`src/rtl/tof_sample_collector_if.sv`:
```
// rtl/tof_sample_collector_if.sv - sample stream from the collector to the host-side packetiser
interface tof_sample_collector_if;
  logic        out_valid;
  logic        out_ready;
  logic [2:0]  out_sensor;
  logic [5:0]  out_zone;
  logic [15:0] out_distance;

  modport master (output out_valid, out_sensor, out_zone, out_distance, input out_ready);
  modport slave  (input out_valid, out_sensor, out_zone, out_distance, output out_ready);
endinterface

```
`src/rtl/tof_sample_collector.sv`:
```
// rtl/tof_sample_collector.sv - round-robin ToF sample scanner with tagged sample FIFO
module tof_sample_collector #(
  parameter int          FIFO_DEPTH  = 8,
  parameter logic [7:0]  SENSOR_MASK = 8'hFF
) (
  input  logic                          clk,
  input  logic                          reset,
  input  logic                          enable,
  input  logic [7:0]                    ready_in,
  input  logic [21:0]                   data_in,
  output logic [2:0]                    tof_index,
  tof_sample_collector_if.master        out_if,
  output logic [$clog2(FIFO_DEPTH):0]   fifo_level,
  output logic                          frame_done,
  output logic                          overflow,
  output logic [7:0]                    drop_count
);

  localparam int AW    = $clog2(FIFO_DEPTH);
  localparam int LVL_W = AW + 1;

  typedef enum logic {IDLE, SCAN} state_t;

  state_t          state, state_nxt;
  logic            capture, push, pop, full, frame_hit;
  logic [7:0]      cap_bit, seen;
  logic [AW-1:0]   wr_ptr, rd_ptr;
  logic [24:0]     mem [FIFO_DEPTH];

  // Smallest forward distance to a masked sensor wins; a lone or empty mask holds the index.
  function automatic logic [2:0] next_masked(input logic [2:0] s);
    logic [2:0] n;
    next_masked = s;
    for (int k = 7; k >= 1; k--) begin
      n = s + 3'(k);
      if (SENSOR_MASK[n]) next_masked = n;
    end
  endfunction

  always_ff @(posedge clk or posedge reset) begin
    if (reset) state <= IDLE;
    else       state <= state_nxt;
  end

  always_comb begin
    state_nxt = state;
    case (state)
      IDLE:    if (enable)  state_nxt = SCAN;
      SCAN:    if (!enable) state_nxt = IDLE;
      default: state_nxt = IDLE;
    endcase
  end

  always_comb begin
    capture    = 1'b0;
    cap_bit    = 8'h00;
    frame_hit  = 1'b0;
    if (state == SCAN) begin
      capture = SENSOR_MASK[tof_index] & ready_in[tof_index];
    end
    if (capture) cap_bit = 8'b1 << tof_index;
    frame_hit  = capture && (((seen | cap_bit) & SENSOR_MASK) == SENSOR_MASK);
    frame_done = frame_hit;
  end

  assign full              = (fifo_level == LVL_W'(FIFO_DEPTH));
  assign out_if.out_valid  = (fifo_level != '0);
  assign pop               = out_if.out_valid & out_if.out_ready;
  // A full FIFO still accepts when the head leaves in the same cycle.
  assign push              = capture & (~full | pop);
  assign {out_if.out_sensor, out_if.out_zone, out_if.out_distance} = mem[rd_ptr];

  always_ff @(posedge clk) begin
    if (push) mem[wr_ptr] <= {tof_index, data_in};
  end

  always_ff @(posedge clk or posedge reset) begin
    if (reset) begin
      tof_index  <= 3'd0;
      wr_ptr     <= '0;
      rd_ptr     <= '0;
      fifo_level <= '0;
      seen       <= 8'h00;
      overflow   <= 1'b0;
      drop_count <= 8'h00;
    end else begin
      if (state == SCAN) tof_index <= next_masked(tof_index);
      if (push) wr_ptr <= wr_ptr + AW'(1);
      if (pop)  rd_ptr <= rd_ptr + AW'(1);
      case ({push, pop})
        2'b10:   fifo_level <= fifo_level + LVL_W'(1);
        2'b01:   fifo_level <= fifo_level - LVL_W'(1);
        default: fifo_level <= fifo_level;
      endcase
      if (capture) seen <= frame_hit ? 8'h00 : (seen | cap_bit);
      if (capture && !push) begin
        overflow <= 1'b1;
        if (drop_count != 8'hFF) drop_count <= drop_count + 8'd1;
      end
    end
  end

endmodule

```
`src/flat_wrapper.sv`:
```
// flat-port wrapper written by rule: the top's interface ports become plain ports
module tof_sample_collector_flat 
#(
  parameter int          FIFO_DEPTH  = 8,
  parameter logic [7:0]  SENSOR_MASK = 8'hFF
)
  (clk, reset, enable, ready_in, data_in, tof_index, fifo_level, frame_done, overflow, drop_count, out_if_out_valid, out_if_out_sensor, out_if_out_zone, out_if_out_distance, out_if_out_ready);
  tof_sample_collector_if out_if_i ();
  input  logic clk;
  input  logic reset;
  input  logic enable;
  input  logic [7:0] ready_in;
  input  logic [21:0] data_in;
  output logic [2:0] tof_index;
  output logic [$clog2(FIFO_DEPTH):0] fifo_level;
  output logic frame_done;
  output logic overflow;
  output logic [7:0] drop_count;
  output wire logic [$bits(out_if_i.out_valid)-1:0] out_if_out_valid;
  output wire logic [$bits(out_if_i.out_sensor)-1:0] out_if_out_sensor;
  output wire logic [$bits(out_if_i.out_zone)-1:0] out_if_out_zone;
  output wire logic [$bits(out_if_i.out_distance)-1:0] out_if_out_distance;
  input wire logic [$bits(out_if_i.out_ready)-1:0] out_if_out_ready;
  assign out_if_out_valid = out_if_i.out_valid;
  assign out_if_out_sensor = out_if_i.out_sensor;
  assign out_if_out_zone = out_if_i.out_zone;
  assign out_if_out_distance = out_if_i.out_distance;
  assign out_if_i.out_ready = out_if_out_ready;
  tof_sample_collector #(.FIFO_DEPTH(FIFO_DEPTH), .SENSOR_MASK(SENSOR_MASK)) u_core (.clk(clk), .reset(reset), .enable(enable), .ready_in(ready_in), .data_in(data_in), .tof_index(tof_index), .out_if(out_if_i), .fifo_level(fifo_level), .frame_done(frame_done), .overflow(overflow), .drop_count(drop_count));
endmodule
```
`config.mk`:
```
export PLATFORM = sky130hd
export DESIGN_NAME = tof_sample_collector_flat
export DESIGN_NICKNAME = d
export VERILOG_FILES = /design/src/rtl/tof_sample_collector_if.sv /design/src/rtl/tof_sample_collector.sv /design/src/flat_wrapper.sv
export SDC_FILE = /design/constraint.sdc
export NUM_CORES = 1
export LEC_CHECK = 0
export BUFFER_PORTS_ARGS = -buffer_cell sky130_fd_sc_hd__buf_2
export CORE_UTILIZATION = 53
export CTS_BUF_LIST = sky130_fd_sc_hd__clkbuf_8
export CTS_CLUSTER_SIZE = 24
export DETAILED_ROUTE_END_ITERATION = 16
export GPL_TIMING_DRIVEN = 1
export PLACE_DENSITY = 0.74
export SLEW_MARGIN = 30
export SYNTH_ARGS = -nofsm -noshare
export SYNTH_HDL_FRONTEND = slang
export SYNTH_SLANG_ARGS = --single-unit
```
`constraint.sdc`:
```
create_clock -name clk -period 5.15 [get_ports clk]
set_clock_uncertainty 0.05 [all_clocks]
set_input_delay 1.03 -clock clk [delete_from_list [all_inputs] [get_ports clk]]
set_output_delay 1.03 -clock clk [all_outputs]
set_load 0.005 [all_outputs]
```
# Word level (Yosys, flattened, before mapping)
# Memory sizes are Yosys's and may differ from the RTL's.
# Cells that the tools add are included.
# classes
muxes	24
n_addsub	12
n_eq_ne	5
reduce_logical	8
bitwise_logic	6
n_shift	1
magnitude_cmp	8
# op_table
operator	n
$lt A3 B4 Y1 const B	8
$mux W3	7
$mux W8	2
$mux W1	13
$add A3 B3 Y3 const B	4
$add A3 B1 Y3 const B	3
$add A8 B1 Y8 const B	1
$eq A8 B8 Y1 const B	1
$ne A8 B8 Y1 const B	1
$or A8 B8 Y8	1
$pmux W4 S2	1
$shl A1 B3 Y8 const A	1
$reduce_bool A7 Y1	1
$add A3 B2 Y3 const B	2
$add A4 B1 Y4 const B	1
$eq A4 B4 Y1 const B	1
$reduce_and A2 Y1	2
$reduce_bool A4 Y1	1
$sub A4 B1 Y4 const B	1
$and A1 B1 Y1	3
$bmux W1 S3	1
$eq A2 B1 Y1 const B	1
$eq A2 B2 Y1 const B	1
$logic_and A1 B1 Y1	2
4 further kinds	4
# totals
inputBits	34
ram_bits	200
romBits	64
ff_bits	31
output_inout_bits	43
memories	9
# mem_list
memory	depth	word_bits	rd	rd_ports_with_merged_regs	wr	line	text
u_core.mem	8	25	1	0	1	tof_sample_collector.sv:28	logic [24:0] mem [FIFO_DEPTH];
(name not given)	8	1	1	0	0	tof_sample_collector.sv:36	if (SENSOR_MASK[n]) next_masked = n;
(name not given)	8	1	1	0	0	tof_sample_collector.sv:36	
(name not given)	8	1	1	0	0	tof_sample_collector.sv:36	
(name not given)	8	1	1	0	0	tof_sample_collector.sv:36	
(name not given)	8	1	1	0	0	tof_sample_collector.sv:36	
+3 memories	--	--	--	--	--	--	

# Longest topological paths before layout
# Gate-level depths: netlist of the first run.
# logic_depth
depth_word	10
mapped_depth	12
mapped_depth_nobuf	11

# Least setup slack after synthesis of the first run
# Ideal clock, no wire load.
# synth_timing
kind	input to register
from	in ready_in[7]
to	mem u_core.mem[2][0] (enable)
setup_slack_ps	67
n_path_buf	0
required_ps	4621
cell_stages	5
arrival_ps	4554
setup_ps	479
path_cell_list	mux2i_1 > a221o_2 > nor3_4 > inv_1 > nor4b_1
# synth_via
elab_chain_cells	7
# synth_rtl
item	line	text
start, declared	flat_wrapper.sv:12	input logic [7:0] ready_in;
$bmux W1 S3	tof_sample_collector.sv:59	capture = SENSOR_MASK[tof_index] & ready_in[tof_index];
$mux W1 (not written as such)	tof_sample_collector.sv:59	
$and A1 B1 Y1	tof_sample_collector.sv:59	
$mux W1	tof_sample_collector.sv:58	if (state == SCAN) begin
$and A1 B1 Y1	tof_sample_collector.sv:70	assign push = capture & (~full | pop);
$mux W1	tof_sample_collector.sv:74	if (push) mem[wr_ptr] <= {tof_index, data_in};
$mux W1 (not written as such)	tof_sample_collector.sv:74	
end, declared	tof_sample_collector.sv:28	
# Every way passes these cells. The select of a mux whose other input is x is not followed.

# Worst setup path in the final report of the first run
# layout_timing
from	reg u_core.tof_index[1]
to	out frame_done
# layout_via
elab_chain_cells	8
word_cells_on_any_way	11
classes_between	eq/ne: 1; shift: 1; mux: 5; bitwise: 2; reduce/logical: 1; memory: 1
# layout_rtl
item	line	text
start, declared	tof_sample_collector.sv:11	output logic [2:0] tof_index,
start signal, assigned	tof_sample_collector.sv:87	if (state == SCAN) tof_index <= next_masked(tof_index);
$mem_v2 Z8 W1 or $bmux W1 S3 (tied branches)	--	
$mux W1 (not written as such)	tof_sample_collector.sv:59	
$and A1 B1 Y1	tof_sample_collector.sv:59	
$mux W1	tof_sample_collector.sv:58	
$mux W8	tof_sample_collector.sv:61	if (capture) cap_bit = 8'b1 << tof_index;
$or A8 B8 Y8	tof_sample_collector.sv:62	frame_hit = capture && (((seen | cap_bit) & SENSOR_MASK) == SENSOR_MASK);
$eq A8 B8 Y1	tof_sample_collector.sv:62	
$logic_and A1 B1 Y1 (*)	tof_sample_collector.sv:62	
end, declared	flat_wrapper.sv:16	output logic frame_done;
# Mark *: on every way between the ends. The rest lies on a longest branch, timed or not. The select of a mux whose other input is x is not followed.

==> flow_metrics.env, run 1 <==
export IMPL_status="finished, final reports clean"
export IMPL_final_common_cell="edfxtp_1"
export IMPL_grt_max_degree=38
export IMPL_vias_per_cell=5.70
export IMPL_htreeDepth=2
export IMPL_dr_pass1_iters=5
export IMPL_place_gp_congestion=0.802
export IMPL_crit_chain="mux2i_1 -> a221o_2 -> or2_4 -> nor4_4 -> buf_2"
export IMPL_synth_warnings=0
export IMPL_cts_resized=0
export IMPL_hold_buffers=0
export IMPL_slew_headroom_pct=38.7
export IMPL_synth_area_leaders="edfxtp_1 65%, mux4_2 12%, dfrtp_1 8.4%"
export IMPL_nets=614
export IMPL_synth_seq_cells=231
export IMPL_ant_nets=0
export IMPL_port_buffers=76
export IMPL_min_period_over_period_pct=77.3
export IMPL_avgRoutedWirePerCell_um=20.3
export IMPL_totalWireLength_um=16500
export IMPL_numCtsBuffers=36
export IMPL_yosys_cell_types_count=44
export IMPL_path_buf_inv=1
export IMPL_postCtsSetupRepairBufs=0
export IMPL_grt_overflow_total=0
export IMPL_max_stage_delay_ns=0.76
export IMPL_path_delay_family="flip-flops"
export IMPL_clock_fmax_ghz=0.251
export IMPL_rsz0062_at_grt="no"
export IMPL_setup_tns_ns=0
export IMPL_synth_top_cell_area_share_pct=64.9
export IMPL_synth_area_leader_cell="edfxtp_1"
export IMPL_post_route_util_pct=63.1
export IMPL_grt_pass1_wl_um=26200
export IMPL_syn_area_per_cell_um2=20.1
export IMPL_period_needed_ns=3.98
export IMPL_ir_drop_uv=293
export IMPL_insertion_delay_ns=0.51
export IMPL_critPathKind="register to output pin"
export IMPL_cp_slowest_cell="dfrtp_1"
export IMPL_antenna_cells=0
export IMPL_syn_area_mm2=0.00925
export IMPL_cellLeakagePower_nw=3.79
export IMPL_ctsRootBufferMaster="clkbuf_8"
export IMPL_end_kind="output pin"
export IMPL_layout_common_cells="200 x edfxtp_1, 76 x buf_2, 51 x mux4_2, 39 x clkbuf_8, 29 x dfrtp_1"
export IMPL_clkTransAtPathRegs_ns=0.06
export IMPL_groute_usage_overall_pct=19.6
export IMPL_p_per_area_mw_per_mm2=537
export IMPL_synthCells=461
export IMPL_cts_tree="yes"
export IMPL_hold_viol_final=0
export IMPL_cap_violations=0
export IMPL_cp_arrival_ns=2.90
export IMPL_route_vias_total=4624
export IMPL_tightest_slew_ns=0.920
export IMPL_clockBufferDepth=3
export IMPL_grt_pass1_vias=4793
export IMPL_drtIter0Drc=362
export IMPL_synth_nets=508
export IMPL_final_max_slew_viol_count=0
export IMPL_die_w_um=134
export IMPL_dieArea_mm2=0.0180
export IMPL_cp_start_kind="register"
export IMPL_remaining_drc_errors=0
export IMPL_die_height_um=134
export IMPL_antenna_found_initial=0
export IMPL_io_pins=77
export IMPL_path_max_fanout=17
export IMPL_core_rowCount=47
export IMPL_drive_above_1_share_pct=38.9
export IMPL_setup_viol=0
export IMPL_dp_hpwl_um=9340
export IMPL_ys_seq_area_share_pct=73.3
export IMPL_initial_core_util_pct=55.0
export IMPL_cts_sinks=231
export IMPL_syn_to_final_growth_pct=14.6
export IMPL_hold_class="register to register"
export IMPL_critPathRequiredTime_ns=4.07
export IMPL_core_mm2=0.0168
-- cells by family after synthesis --
kind of cell    synth area share, %
compound gates                 1.70
xor+xnor                       1.51
fa+ha+maj                      1.84
buf+inv                        1.49
flops                          73.3
mux                            16.2
simple gates                   3.91
-- Yosys cell counts --
cell type and instances:
edfxtp_1 200, mux4_2 51, dfrtp_1 31, mux2_2 27
inv_1 13, nand2_1 13, ha_1 12, clkbuf_1 11
nor2_1 11, xnor2_1 11, a21oi_1 8, nor3_1 6
buf_2 5, mux2i_1 5, nand3_1 5, nand4_1 5
xor2_1 5, o22ai_1 4, a21o_1 3, buf_1 3
a21boi_0 2, and2_1 2, and3_1 2, nand3b_1 2
nand4b_1 2, nor3b_1 2, o21ai_0 2, o221ai_1 2
a221o_2 1, buf_6 1, fa_1 1, nor2_2 1
nor2b_1 1, nor3_2 1, nor3_4 1, nor4_1 1
nor4_2 1, nor4_4 1, nor4b_1 1, o2111ai_1 1
o211ai_1 1, or2_4 1, or3b_1 1, or4_1 1
-- area by class of cell --
type                    count  area (um2)
flip-flops and latches    231        6790
fillers                  1177        6210
multi-input cells         197        2370
clock buffers              39         537
repair buffers             88         490
well taps                 220         275
clock inverters            23        96.3
inverters                  13        48.8
-- stage by stage --
stage | std cells | power, W | hold slack, ns | worst slack, ns | cell area (um2)
after floorplan | 461 | 0.00382 | 0.401 | 0.0670 | 9250
after global placement | 748 | 0.00432 | 0.393 | 1.58 | 9950
after detailed placement | 749 | 0.00441 | 0.413 | 1.49 | 9970
after CTS | 811 | 0.00577 | 0.426 | 1.14 | 10600
after global routing | 811 | 0.00602 | 0.460 | 1.03 | 10600
final | 811 | 0.00570 | 0.425 | 1.17 | 10600
-- power breakdown --
part,switching [W],leakage [nW],internal (W)
Clock,0.000656,0.373,0.000697
Combinational,0.000750,1.24,0.000919
Sequential,0.000314,2.18,0.00236
Total,0.00172,3.79,0.00398
-- per-layer routing --
metal / GRT usage [%] / vias up / share of wire (%)
li1: - / 2075 / -
met4: 7.93 / 0 / 2.1
met3: 3.89 / 27 / 5.1
met1: 25.9 / 2395 / 43
met5: 0 / - / 0
met2: 32.2 / 127 / 50
-- path summary, 6_finish.rpt --
kind / startpoint / endpoint / slack, ns / cells after the start
min reg2reg: u_core.rd_ptr[2] / u_core.rd_ptr[2] / 0.42 / 1
max: u_core.tof_index[1] / frame_done / 1.17 / 5
min: u_core.rd_ptr[2] / u_core.rd_ptr[2] / 0.42 / 1
min in group asynchronous: reset / u_core.drop_count[0] / 0.55 / 3
max in group asynchronous: reset / u_core.rd_ptr[0] / 4.18 / 3
max reg2reg: u_core.tof_index[1] / u_core.fifo_level[3] / 1.82 / 11
-- registers in the layout (all words and copies together), names as in the netlist --
signal and flops:
u_core.mem 200, u_core.drop_count 8, u_core.seen 8, u_core.fifo_level 4
u_core.rd_ptr 3, u_core.tof_index 3, u_core.wr_ptr 3, u_core.overflow 1
u_core.state 1
Power figures use the tool's default switching activity.
==> run 2: changes to the inputs <==
==> constraint.sdc (replaced) <==
create_clock -name clk -period 4 [get_ports clk]
set_clock_uncertainty 0.05 [all_clocks]
set_input_delay 0.8 -clock clk [delete_from_list [all_inputs] [get_ports clk]]
set_output_delay 0.8 -clock clk [all_outputs]
set_load 0.005 [all_outputs]
==> run 2 against run 1 <==
Critical path depth unchanged; non-clock buffer count up 1; critical endpoint unchanged; core utilization up 0.69 points; count of clock-buffer cells in the layout up 3; global-route usage down 0.14 points; routed wire length up 0.27%.
==> flow_metrics.env, run 2 (synthesized netlist as in run 1, its figures left out) <==
export IMPL_status="finished, final reports clean"
export IMPL_cts_tree="yes"
export IMPL_top_register="u_core.mem"
export IMPL_clock_fmax_ghz=0.268
export IMPL_cts_resized=0
export IMPL_hold_class="primary input to async pin"
export IMPL_setup_tns_ns=0
export IMPL_htreeDepth=2
export IMPL_area_sequential_mm2=0.00679
export IMPL_hold_viol_final=0
export IMPL_dp_slack_ns=0.547
export IMPL_end_kind="output pin"
export IMPL_io_pins=77
export IMPL_pwr_share_comb_pct=30.2
export IMPL_final_max_slew_viol_count=0
export IMPL_core_rowCount=47
export IMPL_r2r_start="u_core.tof_index[1]"
export IMPL_switching_share_pct=30.1
export IMPL_remaining_drc_errors=0
export IMPL_p_seq_share_pct=44.7
export IMPL_ctsRootBufferMaster="clkbuf_8"
export IMPL_path_buf_inv=1
export IMPL_fillers=1177
export IMPL_p_per_area_mw_per_mm2=702
export IMPL_dr_pass1_iters=4
export IMPL_antenna_found_initial=1
export IMPL_tightest_slew_ns=0.728
export IMPL_cp_start_kind="register"
export IMPL_p_total_w=0.00753
export IMPL_postCtsSetupRepairBufs=0
export IMPL_setup_viol=0
export IMPL_drtIter0Drc=196
export IMPL_initial_core_util_pct=55.0
export IMPL_layout_common_cells="200 x edfxtp_1, 76 x buf_2, 51 x mux4_2, 42 x clkbuf_8, 29 x dfrtp_1"
export IMPL_period_needed_ns=3.73
export IMPL_intPower_w=0.00527
export IMPL_antenna_cells=0
export IMPL_power_switching_w=0.00227
export IMPL_port_buffers=76
export IMPL_grt_pass1_wl_um=25900
export IMPL_cp_slowest_cell="dfrtp_1"
export IMPL_crit_chain="mux2i_1 -> a221o_2 -> or2_4 -> nor4_4 -> buf_2"
export IMPL_clockPowerShare_pct=25.1
export IMPL_slew_headroom_pct=51.5
export IMPL_whs_ns=0.261
export IMPL_multi_input_comb_area_mm2=0.00241
export IMPL_cts_sinks=231
export IMPL_avgRoutedWirePerCell_um=20.2
export IMPL_post_route_util_pct=63.8
export IMPL_cellLeakagePower_nw=3.85
export IMPL_top_regs="u_core.mem (200), u_core.drop_count (8), u_core.seen (8)"
export IMPL_core_mm2=0.0168
export IMPL_groute_usage_overall_pct=19.4
export IMPL_min_period_over_period_pct=93.1
export IMPL_max_stage_delay_ns=0.75
export IMPL_ant_nets=0
export IMPL_grt_pass1_vias=4894
export IMPL_dp_hpwl_um=9450
export IMPL_critPathRequiredTime_ns=3.15
export IMPL_ir_drop_uv=372
export IMPL_route_vias_total=4643
export IMPL_nets=617
export IMPL_grt_overflow_total=0
export IMPL_totalWireLength_um=16500
export IMPL_die_w_um=134
export IMPL_grt_max_degree=51
export IMPL_syn_to_final_growth_pct=15.9
export IMPL_fin_ws_ns=0.275
export IMPL_insertion_delay_ns=0.52
export IMPL_critPathKind="register to output pin"
export IMPL_path_max_fanout=17
export IMPL_clkTransAtPathRegs_ns=0.06
export IMPL_path_delay_family="flip-flops"
export IMPL_largest_reg_flops=200
export IMPL_die_height_um=134
export IMPL_cp_arrival_ns=2.88
export IMPL_drive_above_1_share_pct=38.9
export IMPL_dieArea_mm2=0.0180
export IMPL_vias_per_cell=5.67
export IMPL_final_common_cell="edfxtp_1"
export IMPL_cap_violations=0
export IMPL_rsz0062_at_grt="no"
export IMPL_place_gp_congestion=0.778
export IMPL_hold_buffers=0
export IMPL_startpoint="u_core.tof_index[1]"
export IMPL_numCtsBuffers=38
export IMPL_clockBufferDepth=3
==> run 2: cell count changes in the layout (fill, tap and decap cells not counted), sizes merged <==
cell and delta:
clkinv -1, clkbuf +3, buf +1, bufinv +1
clkinvlp +1, inv +3
==> run 2: worst reg2reg max path, stage by stage, from the launching register on <==
cell and delay [ns]:
dfrtp_1 0.75, mux4_2 0.59, nor2_2 0.28, nor3_4 0.10, inv_1 0.27, ha_1 0.28
ha_1 0.24, a21o_1 0.18, a21oi_1 0.18, xnor2_1 0.14, nor2_1 0.08, xor2_1 0.15
==> run 2: cell type report <==
| cell class | count | area share, % |
|---|---|---|
| Clock buffer | 42 | 5.39 |
| Inverter | 13 | 0.455 |
| Sequential cell | 231 | 63.3 |
| Multi-Input combinational cell | 197 | 22.5 |
| Tap cell | 220 | 2.57 |
| Clock inverter | 27 | 1.27 |
| Timing Repair Buffer | 89 | 4.57 |
==> run 2: worst paths after layout <==
check / depth (start not counted) / slack, ns / endpoint
min in group clk: 1 / 0.33 / u_core.state
worst max-delay path: 5 / 0.27 / frame_done
worst min register to register: 1 / 0.42 / u_core.overflow
max in group asynchronous: 3 / 3.12 / u_core.seen[6]
worst max register to register: 11 / 0.59 / u_core.fifo_level[3]
worst min-delay path: 2 / 0.26 / u_core.seen[1]
==> run 2: power by group through the flow <==
stage | logic [W] | registers, W | clock network, W
after detailed placement | 0.00232 | 0.00342 | 0
after global routing | 0.00250 | 0.00342 | 0.00204
final | 0.00228 | 0.00337 | 0.00189
after global placement | 0.00227 | 0.00338 | 0
after floorplan | 0.00169 | 0.00324 | 0
after CTS | 0.00233 | 0.00337 | 0.00193
==> run 2: layer usage <==
layer | vias up | GRT usage (%) | share of wire, %
li1 | 2083 | - | -
met1 | 2385 | 25.7 | 42
met5 | - | 0 | 0.048
met4 | 2 | 5.68 | 1.8
met3 | 28 | 5.25 | 7.3
met2 | 145 | 32.0 | 49
==> run 2: per-stage QoR <==
| step | cell area [um2] | instances |
|---|---|---|
| global placement | 10000 | 750 |
| finish | 10700 | 819 |
| global route | 10700 | 819 |
| floorplan | 9270 | 461 |
| CTS | 10700 | 819 |
| detailed placement | 10000 | 750 |
